===== src/rtl/execute_muldiv_unit_pkg.sv =====
// Shared op encodings, FSM states and op-decode helpers for the execute-stage multiply/divide unit.
package execute_muldiv_unit_pkg;

    typedef enum logic [1:0] {
        MD_MULT  = 2'b00,
        MD_MULTU = 2'b01,
        MD_DIV   = 2'b10,
        MD_DIVU  = 2'b11
    } md_op_e;

    typedef enum logic [1:0] {
        S_IDLE = 2'b00,
        S_LOAD = 2'b01,
        S_ITER = 2'b10,
        S_FIX  = 2'b11
    } md_state_e;

    function automatic logic op_is_div(input md_op_e o);
        return o[1];
    endfunction

    function automatic logic op_is_signed(input md_op_e o);
        return ~o[0];
    endfunction

endpackage


===== src/rtl/execute_muldiv_unit_negate.sv =====
// Conditional two's-complement of an N-bit value; used for operand magnitudes and result sign fix-up.
module execute_muldiv_unit_negate #(
    parameter int unsigned N = 64
) (
    input  logic         neg,
    input  logic [N-1:0] value,
    output logic [N-1:0] result_c
);

    localparam logic [N-1:0] ONE = N'(1);

    always_comb begin
        result_c = neg ? (~value + ONE) : value;
    end

endmodule


===== src/rtl/execute_muldiv_unit.sv =====
// Iterative one-bit-per-cycle multiply/divide unit owning the HI/LO pair; busy stalls HI/LO readers.
module execute_muldiv_unit
    import execute_muldiv_unit_pkg::*;
#(
    parameter int unsigned W = 32
) (
    input  logic         clk,
    input  logic         rst_n,
    input  logic         start,
    input  logic [1:0]   op,
    input  logic [W-1:0] a,
    input  logic [W-1:0] b,
    input  logic         mt_hi,
    input  logic         mt_lo,
    input  logic         flush,
    output logic         busy,
    output logic         done,
    output logic         div0,
    output logic [W-1:0] hi,
    output logic [W-1:0] lo
);

    localparam int unsigned W2    = 2 * W;
    localparam int unsigned CNT_W = $clog2(W) + 1;

    md_state_e        state_q, state_d;
    md_op_e           op_q, op_d;
    logic [W-1:0]     a_q, a_d, b_q, b_d;
    logic [W-1:0]     opd_q, opd_d;
    logic [W2-1:0]    acc_q, acc_d;
    logic [CNT_W-1:0] cnt_q, cnt_d;
    logic             neg_lo_q, neg_lo_d, neg_hi_q, neg_hi_d;
    logic             dz_q, dz_d;
    logic             busy_d, done_d, div0_d;
    logic [W-1:0]     hi_d, lo_d;
    logic             accept;

    logic             is_div_q, sgn_q;
    logic [W-1:0]     abs_a, abs_b;
    logic [W:0]       mul_sum, rem_sh;
    logic [W-1:0]     rem_diff;
    logic             rem_ge;
    logic [W2-1:0]    step_acc, res_in, res_out;
    logic [W-1:0]     rem_out;

    assign is_div_q = op_is_div(op_q);
    assign sgn_q    = op_is_signed(op_q);

    // Operand magnitudes; unsigned ops pass straight through.
    execute_muldiv_unit_negate #(.N(W)) u_abs_a (
        .neg      (sgn_q & a_q[W-1]),
        .value    (a_q),
        .result_c (abs_a)
    );

    execute_muldiv_unit_negate #(.N(W)) u_abs_b (
        .neg      (sgn_q & b_q[W-1]),
        .value    (b_q),
        .result_c (abs_b)
    );

    // One iteration: shift-add multiply or restoring shift-subtract divide.
    always_comb begin
        mul_sum  = {1'b0, acc_q[W2-1:W]} + (acc_q[0] ? {1'b0, opd_q} : '0);
        rem_sh   = acc_q[W2-1:W-1];
        rem_ge   = (rem_sh >= {1'b0, opd_q});
        rem_diff = W'(rem_sh - {1'b0, opd_q});
        if (is_div_q) begin
            step_acc = rem_ge ? {rem_diff, acc_q[W-2:0], 1'b1}
                              : {rem_sh[W-1:0], acc_q[W-2:0], 1'b0};
        end else begin
            step_acc = {mul_sum, acc_q[W-1:1]};
        end
        res_in = is_div_q ? {{W{1'b0}}, step_acc[W-1:0]} : step_acc;
    end

    // Sign fix-up of the final iteration: full product, or quotient and remainder separately.
    execute_muldiv_unit_negate #(.N(W2)) u_fix_res (
        .neg      (neg_lo_q),
        .value    (res_in),
        .result_c (res_out)
    );

    execute_muldiv_unit_negate #(.N(W)) u_fix_rem (
        .neg      (neg_hi_q),
        .value    (step_acc[W2-1:W]),
        .result_c (rem_out)
    );

    // Next-state and output logic.
    always_comb begin
        state_d  = state_q;
        op_d     = op_q;
        a_d      = a_q;
        b_d      = b_q;
        opd_d    = opd_q;
        acc_d    = acc_q;
        cnt_d    = cnt_q;
        neg_lo_d = neg_lo_q;
        neg_hi_d = neg_hi_q;
        dz_d     = dz_q;
        hi_d     = hi;
        lo_d     = lo;
        div0_d   = div0;
        done_d   = 1'b0;
        accept   = 1'b0;

        case (state_q)
            S_IDLE: begin
                if (start) begin
                    accept = 1'b1;
                end else begin
                    if (mt_hi) hi_d = a;
                    if (mt_lo) lo_d = a;
                end
            end
            S_LOAD: begin
                state_d  = S_ITER;
                cnt_d    = CNT_W'(W);
                acc_d    = {{W{1'b0}}, is_div_q ? abs_a : abs_b};
                opd_d    = is_div_q ? abs_b : abs_a;
                neg_lo_d = sgn_q & (a_q[W-1] ^ b_q[W-1]);
                neg_hi_d = is_div_q ? (sgn_q & a_q[W-1]) : (sgn_q & (a_q[W-1] ^ b_q[W-1]));
                dz_d     = is_div_q & (b_q == '0);
                if (is_div_q && (b_q == '0)) div0_d = 1'b1;
            end
            S_ITER: begin
                // Divide-by-zero keeps the datapath frozen so it completes at the normal latency.
                if (!dz_q) acc_d = step_acc;
                cnt_d = cnt_q - CNT_W'(1);
                if (cnt_q == CNT_W'(1)) begin
                    state_d = S_FIX;
                    done_d  = 1'b1;
                    if (dz_q) begin
                        hi_d = a_q;
                        lo_d = '1;
                    end else if (is_div_q) begin
                        hi_d = rem_out;
                        lo_d = res_out[W-1:0];
                    end else begin
                        hi_d = res_out[W2-1:W];
                        lo_d = res_out[W-1:0];
                    end
                end
            end
            S_FIX: begin
                state_d = S_IDLE;
                if (start) accept = 1'b1;
            end
            default: state_d = S_IDLE;
        endcase

        if (accept) begin
            state_d = S_LOAD;
            op_d    = md_op_e'(op);
            a_d     = a;
            b_d     = b;
            div0_d  = 1'b0;
        end

        if (flush && (state_q != S_IDLE)) begin
            state_d = S_IDLE;
            done_d  = 1'b0;
            div0_d  = 1'b0;
            hi_d    = hi;
            lo_d    = lo;
        end

        busy_d = (state_d != S_IDLE);
    end

    always_ff @(posedge clk or negedge rst_n) begin
        if (!rst_n) begin
            state_q  <= S_IDLE;
            op_q     <= MD_MULT;
            a_q      <= '0;
            b_q      <= '0;
            opd_q    <= '0;
            acc_q    <= '0;
            cnt_q    <= '0;
            neg_lo_q <= 1'b0;
            neg_hi_q <= 1'b0;
            dz_q     <= 1'b0;
            busy     <= 1'b0;
            done     <= 1'b0;
            div0     <= 1'b0;
            hi       <= '0;
            lo       <= '0;
        end else begin
            state_q  <= state_d;
            op_q     <= op_d;
            a_q      <= a_d;
            b_q      <= b_d;
            opd_q    <= opd_d;
            acc_q    <= acc_d;
            cnt_q    <= cnt_d;
            neg_lo_q <= neg_lo_d;
            neg_hi_q <= neg_hi_d;
            dz_q     <= dz_d;
            busy     <= busy_d;
            done     <= done_d;
            div0     <= div0_d;
            hi       <= hi_d;
            lo       <= lo_d;
        end
    end

endmodule


===== config.mk =====
export PLATFORM = sky130hd
export DESIGN_NAME = execute_muldiv_unit
export DESIGN_NICKNAME = d
export VERILOG_FILES = /design/src/rtl/execute_muldiv_unit_pkg.sv /design/src/rtl/execute_muldiv_unit_negate.sv /design/src/rtl/execute_muldiv_unit.sv
export SDC_FILE = /design/constraint.sdc
export NUM_CORES = 1
export LEC_CHECK = 0
export ABC_AREA = 1
export CAP_MARGIN = 20
export CELL_PAD_IN_SITES_DETAIL_PLACEMENT = 1
export CELL_PAD_IN_SITES_GLOBAL_PLACEMENT = 2
export CORE_ASPECT_RATIO = 0.75
export CORE_MARGIN = 8
export CORE_UTILIZATION = 36
export CTS_CLUSTER_DIAMETER = 150
export CTS_CLUSTER_SIZE = 10
export DETAILED_ROUTE_END_ITERATION = 6
export PLACE_DENSITY = 0.91
export SYNTH_ARGS = -nofsm -noshare
export SYNTH_HDL_FRONTEND = slang
export SYNTH_HIERARCHICAL = 1
export SYNTH_SLANG_ARGS = --single-unit

===== constraint.sdc =====
create_clock -name clk -period 6.1 [get_ports clk]
set_clock_uncertainty 0.1 [all_clocks]
set_input_delay 1.525 -clock clk [delete_from_list [all_inputs] [get_ports clk]]
set_output_delay 1.525 -clock clk [all_outputs]
set_load 0.05 [all_outputs]

== Word-level counts from Yosys, hierarchy flattened ==
Cells that the tools add are included.

* Flip-flop bits (word level): 240
* Input port bits: 72
* Output and inout bits: 67

* Add/subtract/negate cells: 7
* Magnitude comparators: 1
* Eq/ne operators: 9
* Mux-type cells: 38
* Bitwise operators: 11
* Reduce and logical (&&, ||, !) cells: 15

{| class="wikitable"
|+ Operator list
! kind !! number
|-
| 32-bit 2-to-1 mux || 15
|-
| 64-bit 2-to-1 mux || 5
|-
| 32-bit case mux with 2 select lines || 2
|-
| 64-bit case mux with 2 select lines || 1
|-
| 32-bit by 1-bit adder with 32-bit output (second input constant) || 3
|-
| 32-bit NOT || 3
|-
| 64-bit by 1-bit adder with 64-bit output (second input constant) || 1
|-
| 64-bit NOT || 1
|-
| 32-bit by 32-bit adder with 33-bit output || 1
|-
| 33-bit by 32-bit >= comparator with 1-bit output || 1
|-
| 32-bit zero test || 1
|-
| 32-bit subtractor || 1
|-
| 6-bit case mux with 2 select lines || 1
|-
| 1-bit 2-to-1 mux || 10
|-
| 2-bit inequality test (second input constant) || 5
|-
| 5-bit AND reduction || 2
|-
| 2-bit nonzero test || 4
|-
| 6-bit by 1-bit equality test with 1-bit output (second input constant) || 1
|-
| 2-bit 2-to-1 mux || 3
|-
| 2-bit case mux with 3 select lines || 1
|-
| 3-bit nonzero test || 2
|-
| 6-bit by 1-bit subtractor with 6-bit output (second input constant) || 1
|-
| 1-bit bitwise AND || 4
|-
| 2-bit equality test (second input constant) || 2
|-
| other kinds (7) || 10
|}

== Depth between registers and ports, before layout ==
* Word-level depth: 11
* Mapped depth: 31
* Depth with buffers taken out: 29

== Hierarchy ==
The synthesis kept the hierarchy.

{| class="wikitable"
|+ Modules (own cells, without submodules)
! module !! instances !! cells an instance !! area an instance (um^2) !! sequential area each (um^2)
|-
| execute_muldiv_unit || 1 || 2,580 || 17,241.5 || 6,005.8
|-
| execute_muldiv_unit_negate (u_abs_a ...) || 3 || 227 || 1,108.6 || 0.0
|-
| execute_muldiv_unit_negate (u_fix_res) || 1 || 498 || 2,466.1 || 0.0
|}

== Worst setup path before layout ==
OpenSTA, ideal clock, no wires.

* Kind: reg2reg
* From: register acc_q[0]
* To: register hi[29]
* Setup time: 0.118 ns
* Arrival: 3.430 ns
* Data required time: 5.882 ns
* Slack: 2.452 ns
* Stages on the path, launching flop included: 30
* Clock period less this slack: 3.648 ns
* Path through: dfrtp_1 > clkbuf_1 > clkbuf_1 > nand2_1 > inv_1 > ha_1 > inv_1 > fa_1 > o21ai_0 > nand2_1 > nand2_1 > nand2_1 > nand2_1 > nand2_1 > nand2_1 > nand2_1 > nand3_1 > inv_1 > nor2_1 > nand2_1 > nor2_1 > nand2_1 > o21ai_0 > nand2_1 > nand2_1 > nand2_1 > nor2_1 > o221ai_1 > nand2_1 > nand2_1

* Word-level cells in the longest chain between the ends: 11

{| class="wikitable"
|+ Ends and longest elaborated chain
! element !! line !! text
|-
| from (decl) || execute_muldiv_unit.sv:30 || <nowiki>logic [W2-1:0] acc_q, acc_d;</nowiki>
|-
| from (signal assigned) || execute_muldiv_unit.sv:179 || <nowiki>acc_q <= '0;</nowiki>
|-
| from (signal assigned) || execute_muldiv_unit.sv:195 || <nowiki>acc_q <= acc_d;</nowiki>
|-
| 32-bit 2-to-1 mux || execute_muldiv_unit.sv:64 || <nowiki>mul_sum = {1'b0, acc_q[W2-1:W]} + (acc_q[0] ? {1'b0, opd_q} : '0);</nowiki>
|-
| 32-bit by 32-bit adder with 33-bit output || execute_muldiv_unit.sv:64 ||
|-
| 64-bit 2-to-1 mux || execute_muldiv_unit.sv:68 || <nowiki>if (is_div_q) begin</nowiki>
|-
| 64-bit 2-to-1 mux || execute_muldiv_unit.sv:74 || <nowiki>res_in = is_div_q ? {{W{1'b0}}, step_acc[W-1:0]} : step_acc;</nowiki>
|-
| named net res_in[51] || execute_muldiv_unit.sv:43 || <nowiki>logic [W2-1:0] step_acc, res_in, res_out;</nowiki>
|-
| 64-bit NOT || execute_muldiv_unit_negate.sv:13 || <nowiki>result_c = neg ? (~value + ONE) : value;</nowiki>
|-
| 64-bit by 1-bit adder with 64-bit output || execute_muldiv_unit_negate.sv:13 ||
|-
| 64-bit 2-to-1 mux || execute_muldiv_unit_negate.sv:13 ||
|-
| named net res_out[61] || execute_muldiv_unit.sv:43 ||
|-
| 32-bit 2-to-1 mux || execute_muldiv_unit.sv:137 || <nowiki>end else if (is_div_q) begin</nowiki>
|-
| 32-bit 2-to-1 mux || execute_muldiv_unit.sv:134 || <nowiki>if (dz_q) begin</nowiki>
|-
| 32-bit 2-to-1 mux || execute_muldiv_unit.sv:131 || <nowiki>if (cnt_q == CNT_W'(1)) begin</nowiki>
|-
| 32-bit case mux with 2 select lines || execute_muldiv_unit.sv:108 || <nowiki>case (state_q)</nowiki>
|-
| to (signal assigned) || execute_muldiv_unit.sv:203 || <nowiki>hi <= hi_d;</nowiki>
|-
| to (decl) || execute_muldiv_unit.sv:19 || <nowiki>output logic [W-1:0] hi,</nowiki>
|}

The timed path passes the listed nets, and every way through them passes these cells. The select of a mux whose other input is x is not followed.
A chain may end at the register's enable or synchronous reset.

== Final worst setup path ==
* From: register opd_q[27]
* To: register hi[2]

* Word-level cells in the longest chain between the ends: 11

{| class="wikitable"
|+ Ends and longest elaborated chain
! element !! line !! text
|-
| from (decl) || execute_muldiv_unit.sv:29 || <nowiki>logic [W-1:0] opd_q, opd_d;</nowiki>
|-
| from (signal assigned) || execute_muldiv_unit.sv:194 || <nowiki>opd_q <= opd_d;</nowiki>
|-
| 33-bit by 32-bit >= comparator with 1-bit output || execute_muldiv_unit.sv:66 || <nowiki>rem_ge = (rem_sh >= {1'b0, opd_q});</nowiki>
|-
| 64-bit 2-to-1 mux || execute_muldiv_unit.sv:69 || <nowiki>step_acc = rem_ge ? {rem_diff, acc_q[W-2:0], 1'b1}</nowiki>
|-
| 64-bit 2-to-1 mux || execute_muldiv_unit.sv:68 ||
|-
| 64-bit 2-to-1 mux || execute_muldiv_unit.sv:74 ||
|-
| named net res_in[0] || execute_muldiv_unit.sv:43 ||
|-
| 64-bit NOT || execute_muldiv_unit_negate.sv:13 ||
|-
| 64-bit by 1-bit adder with 64-bit output || execute_muldiv_unit_negate.sv:13 ||
|-
| 64-bit 2-to-1 mux || execute_muldiv_unit_negate.sv:13 ||
|-
| named net res_out[34] || execute_muldiv_unit.sv:43 ||
|-
| 32-bit 2-to-1 mux || execute_muldiv_unit.sv:137 ||
|-
| 32-bit 2-to-1 mux || execute_muldiv_unit.sv:134 ||
|-
| 32-bit 2-to-1 mux || execute_muldiv_unit.sv:131 ||
|-
| 32-bit case mux with 2 select lines || execute_muldiv_unit.sv:108 ||
|}

The timed path passes the listed nets, and every way through them passes these cells. The select of a mux whose other input is x is not followed.

==> results.sh <==
export IMPL_postSynthRegisterBits=240
export IMPL_synth_area_leaders="dfrtp_1 (26%), nand2_1 (21%), inv_1 (7.6%)"
export IMPL_ys_types=50
export IMPL_n_antenna_cell=0
export IMPL_nets=3961
export IMPL_min_period_ns=4.779
export IMPL_grt_use_total_pct=28.85
export IMPL_core_um2=63460
export IMPL_drt_iter0_drc=2578
export IMPL_core_rowCount=80
export IMPL_clock_sinks=240
export IMPL_rsz0062_at_grt="false"
export IMPL_drv_cap=0
export IMPL_regArea_um2=6011
export IMPL_insertion_delay_ns=0.63
export IMPL_synth_area_um2=23030
export IMPL_die_area_um2=72410
export IMPL_worst_ep_required_time_ns=6.49
export IMPL_dr_total_vias=25550
export IMPL_grt_max_degree=116
export IMPL_crit_fanout=33
export IMPL_cts_resized=0
export IMPL_yosysWarnings=6
export IMPL_ys_flop_type="dfrtp_1"
export IMPL_status="complete, no violations"
export IMPL_worst_pin_slew_ns=1.133
export IMPL_synth_edf_count=0
export IMPL_path_class="reg -> reg"
export IMPL_via_per_inst=5.464
export IMPL_gr_total_overflow=0
export IMPL_synth_top_area_cell="dfrtp_1"
export IMPL_ios=139
export IMPL_cts_root_buf="clkbuf_16"
export IMPL_grt_pass1_wl_um=161400
export IMPL_netlist_area_leader_share_pct=26.07
export IMPL_hold_class="reg -> reg"
export IMPL_slew_violations=0
export IMPL_clockBufferDepth=3
export IMPL_portBuffers=138
export IMPL_async_flop_share_pct=100.0
export IMPL_critPathArrivalTime_ns=5.17
export IMPL_syn_nets=3906
export IMPL_path_cells="inv_1, ha_1, nand2_1, inv_1, nand2_1, nand2_1, a21oi_2, nand2_2, nor2_8, nand2_8, nand2_2, o21ai_2, inv_1, ha_1, nand3_4, o21ai_4, nand2_1, nor2_2, nand2_1, xor2_1, nor2_1, o221ai_1, nand2_1, nand2_1"
export IMPL_post_cts_buffers=0
export IMPL_finalSetupViolCount=0
export IMPL_gp_congestion=1.028
export IMPL_whs_ns=0.3792
export IMPL_slew_limit_headroom_pct=24.48
export IMPL_first_pass_iters=5
export IMPL_post_drt_wl_per_cell_um=22.98
export IMPL_ant_nets=0
export IMPL_die_w_um=308.1
export IMPL_die_h_um=235.1
export IMPL_start_util_pct=36.30
export IMPL_drc=0
export IMPL_path_clk_slew_ns=0.06
export IMPL_post_route_util_pct=40.76
export IMPL_cts_tree="yes"
export IMPL_report_final_hold_viol_count=0
export IMPL_multiInputGateArea_um2=14610
export IMPL_layout_drive_gt1_share_pct=6.607
export IMPL_timing_final_crit_share_pct=78.35
export IMPL_fill_cells=8534
export IMPL_htreeDepth=1
export IMPL_max_freq_ghz=0.2092
export IMPL_seq_area_frac_synth_pct=26.07
export IMPL_end_kind="flip-flop"
export IMPL_first_global_vias=25330
export IMPL_dp_hpwl_um=87420
export IMPL_cp_slowest_cell="nor2_2"
export IMPL_crit_top_cell="nand2_1"
export IMPL_start_kind="flip-flop"
export IMPL_syn_area_per_cell_um2=6.128
export IMPL_cts_buffers=27
export IMPL_routed_wirelength_um=107400
export IMPL_synthCells=3759
export IMPL_slowest_delay_ns=0.41
export IMPL_antenna_found_initial=6
export IMPL_cts_hold_buf=0
export IMPL_setup_tns_ns=0
export IMPL_synthToLayoutAreaGrowth_pct=12.29
[placed cells by master, fill, tap and decap left out, types with 53 or more instances in the layout]
master           instances
o21ai_0                276
nor2_1                 413
o221ai_1                56
nand2_1               1297
clkdlybuf4s50_1        137
ha_1                    71
dfrtp_1                238
xnor2_1                 53
a21oi_1                 73
nand3_1                259
inv_1                  466
[flip-flops by register name, summed over array words and instances, names as in the netlist, 2 cells and up]
register,cells
state_q,2
opd_q,32
hi,32
op_q,2
b_q,32
lo,32
a_q,32
acc_q,64
cnt_q,6
[layout make-up]
class	instances	area share [%]
tap	861	4.165
timing repair buffer	166	6.366
inverter	481	7.049
clock inverter	1	0.07740
clock buffer	28	2.627
sequential	240	23.24
multi-input combinational	2898	56.48
[metal layers]
layer,track usage [%],up-vias,routed length [um]
li1,-,12080,-
met1,41.35,12420,49170
met2,42.60,914,44740
met3,9.084,123,11490
met4,4.871,12,1962
met5,0,-,76
[final timing paths]
path,startpoint,to,slack (ns),depth (start not counted)
min in group asynchronous,rst_n,cnt_q[4],0.95,1
setup / recovery,opd_q[27],hi[2],1.32,24
setup reg to reg,opd_q[27],hi[2],1.32,24
max in group asynchronous,rst_n,a_q[30],3.84,2
hold / removal,hi[19],hi[19],0.38,2
hold reg to reg,hi[19],hi[19],0.38,2
[synthesized netlist by cell type, types with 4 or more instances]
library cell	n
nor2_4	27
o21bai_1	6
clkbuf_1	89
inv_1	467
nand2_4	7
or2_2	9
xor2_1	36
mux2_2	32
o211ai_1	17
buf_1	7
nor2_1	416
nand3b_1	31
ha_1	73
nand3_1	259
buf_4	10
o22ai_1	34
nor2_8	7
nor4_1	7
o21ai_0	276
o221ai_1	56
nand2_2	22
nand4_1	39
buf_6	5
buf_2	29
nor3_1	17
inv_2	11
a21oi_1	73
o21a_1	5
xnor2_1	53
o21ai_4	6
a31oi_1	4
o21ai_2	12
dfrtp_1	240
o21ai_1	15
nand2_1	1298
nor2_2	38
and2_1	4
[stage by stage]
| step | cells | worst slack [ns] | area, um2 |
|---|---|---|---|
| after floorplan | 3759 | 2.452 | 23030 |
| after CTS | 4673 | 1.128 | 25810 |
| final | 4675 | 1.321 | 25860 |
| after global routing | 4675 | 1.071 | 25860 |
| after global placement | 4643 | 1.167 | 25100 |
| after detailed placement | 4644 | 1.109 | 25110 |
[logic make-up after synthesis]
family | after synthesis | share of synthesized area [%]
buffers and inverters | 621 | 10.67
muxes | 32 | 1.564
adders and majority gates | 75 | 4.139
xor gates and xnor gates | 90 | 3.455
AOI/OAI and AO/OA | 508 | 13.02
DFF | 240 | 26.07
and+or+nand+nor | 2193 | 41.08
[critical path, delay by kind of cell, from the launching register on]
kind	cells	cell delay, ns
fa+ha+maj	2	0.58
xor+xnor	1	0.17
compound gates	4	0.76
flops	1	0.40
buf+inv	3	0.48
simple gates	14	2.11
Power is not shown: default switching activity piles up to over one toggle a cycle in this logic, so the estimate is an artifact.
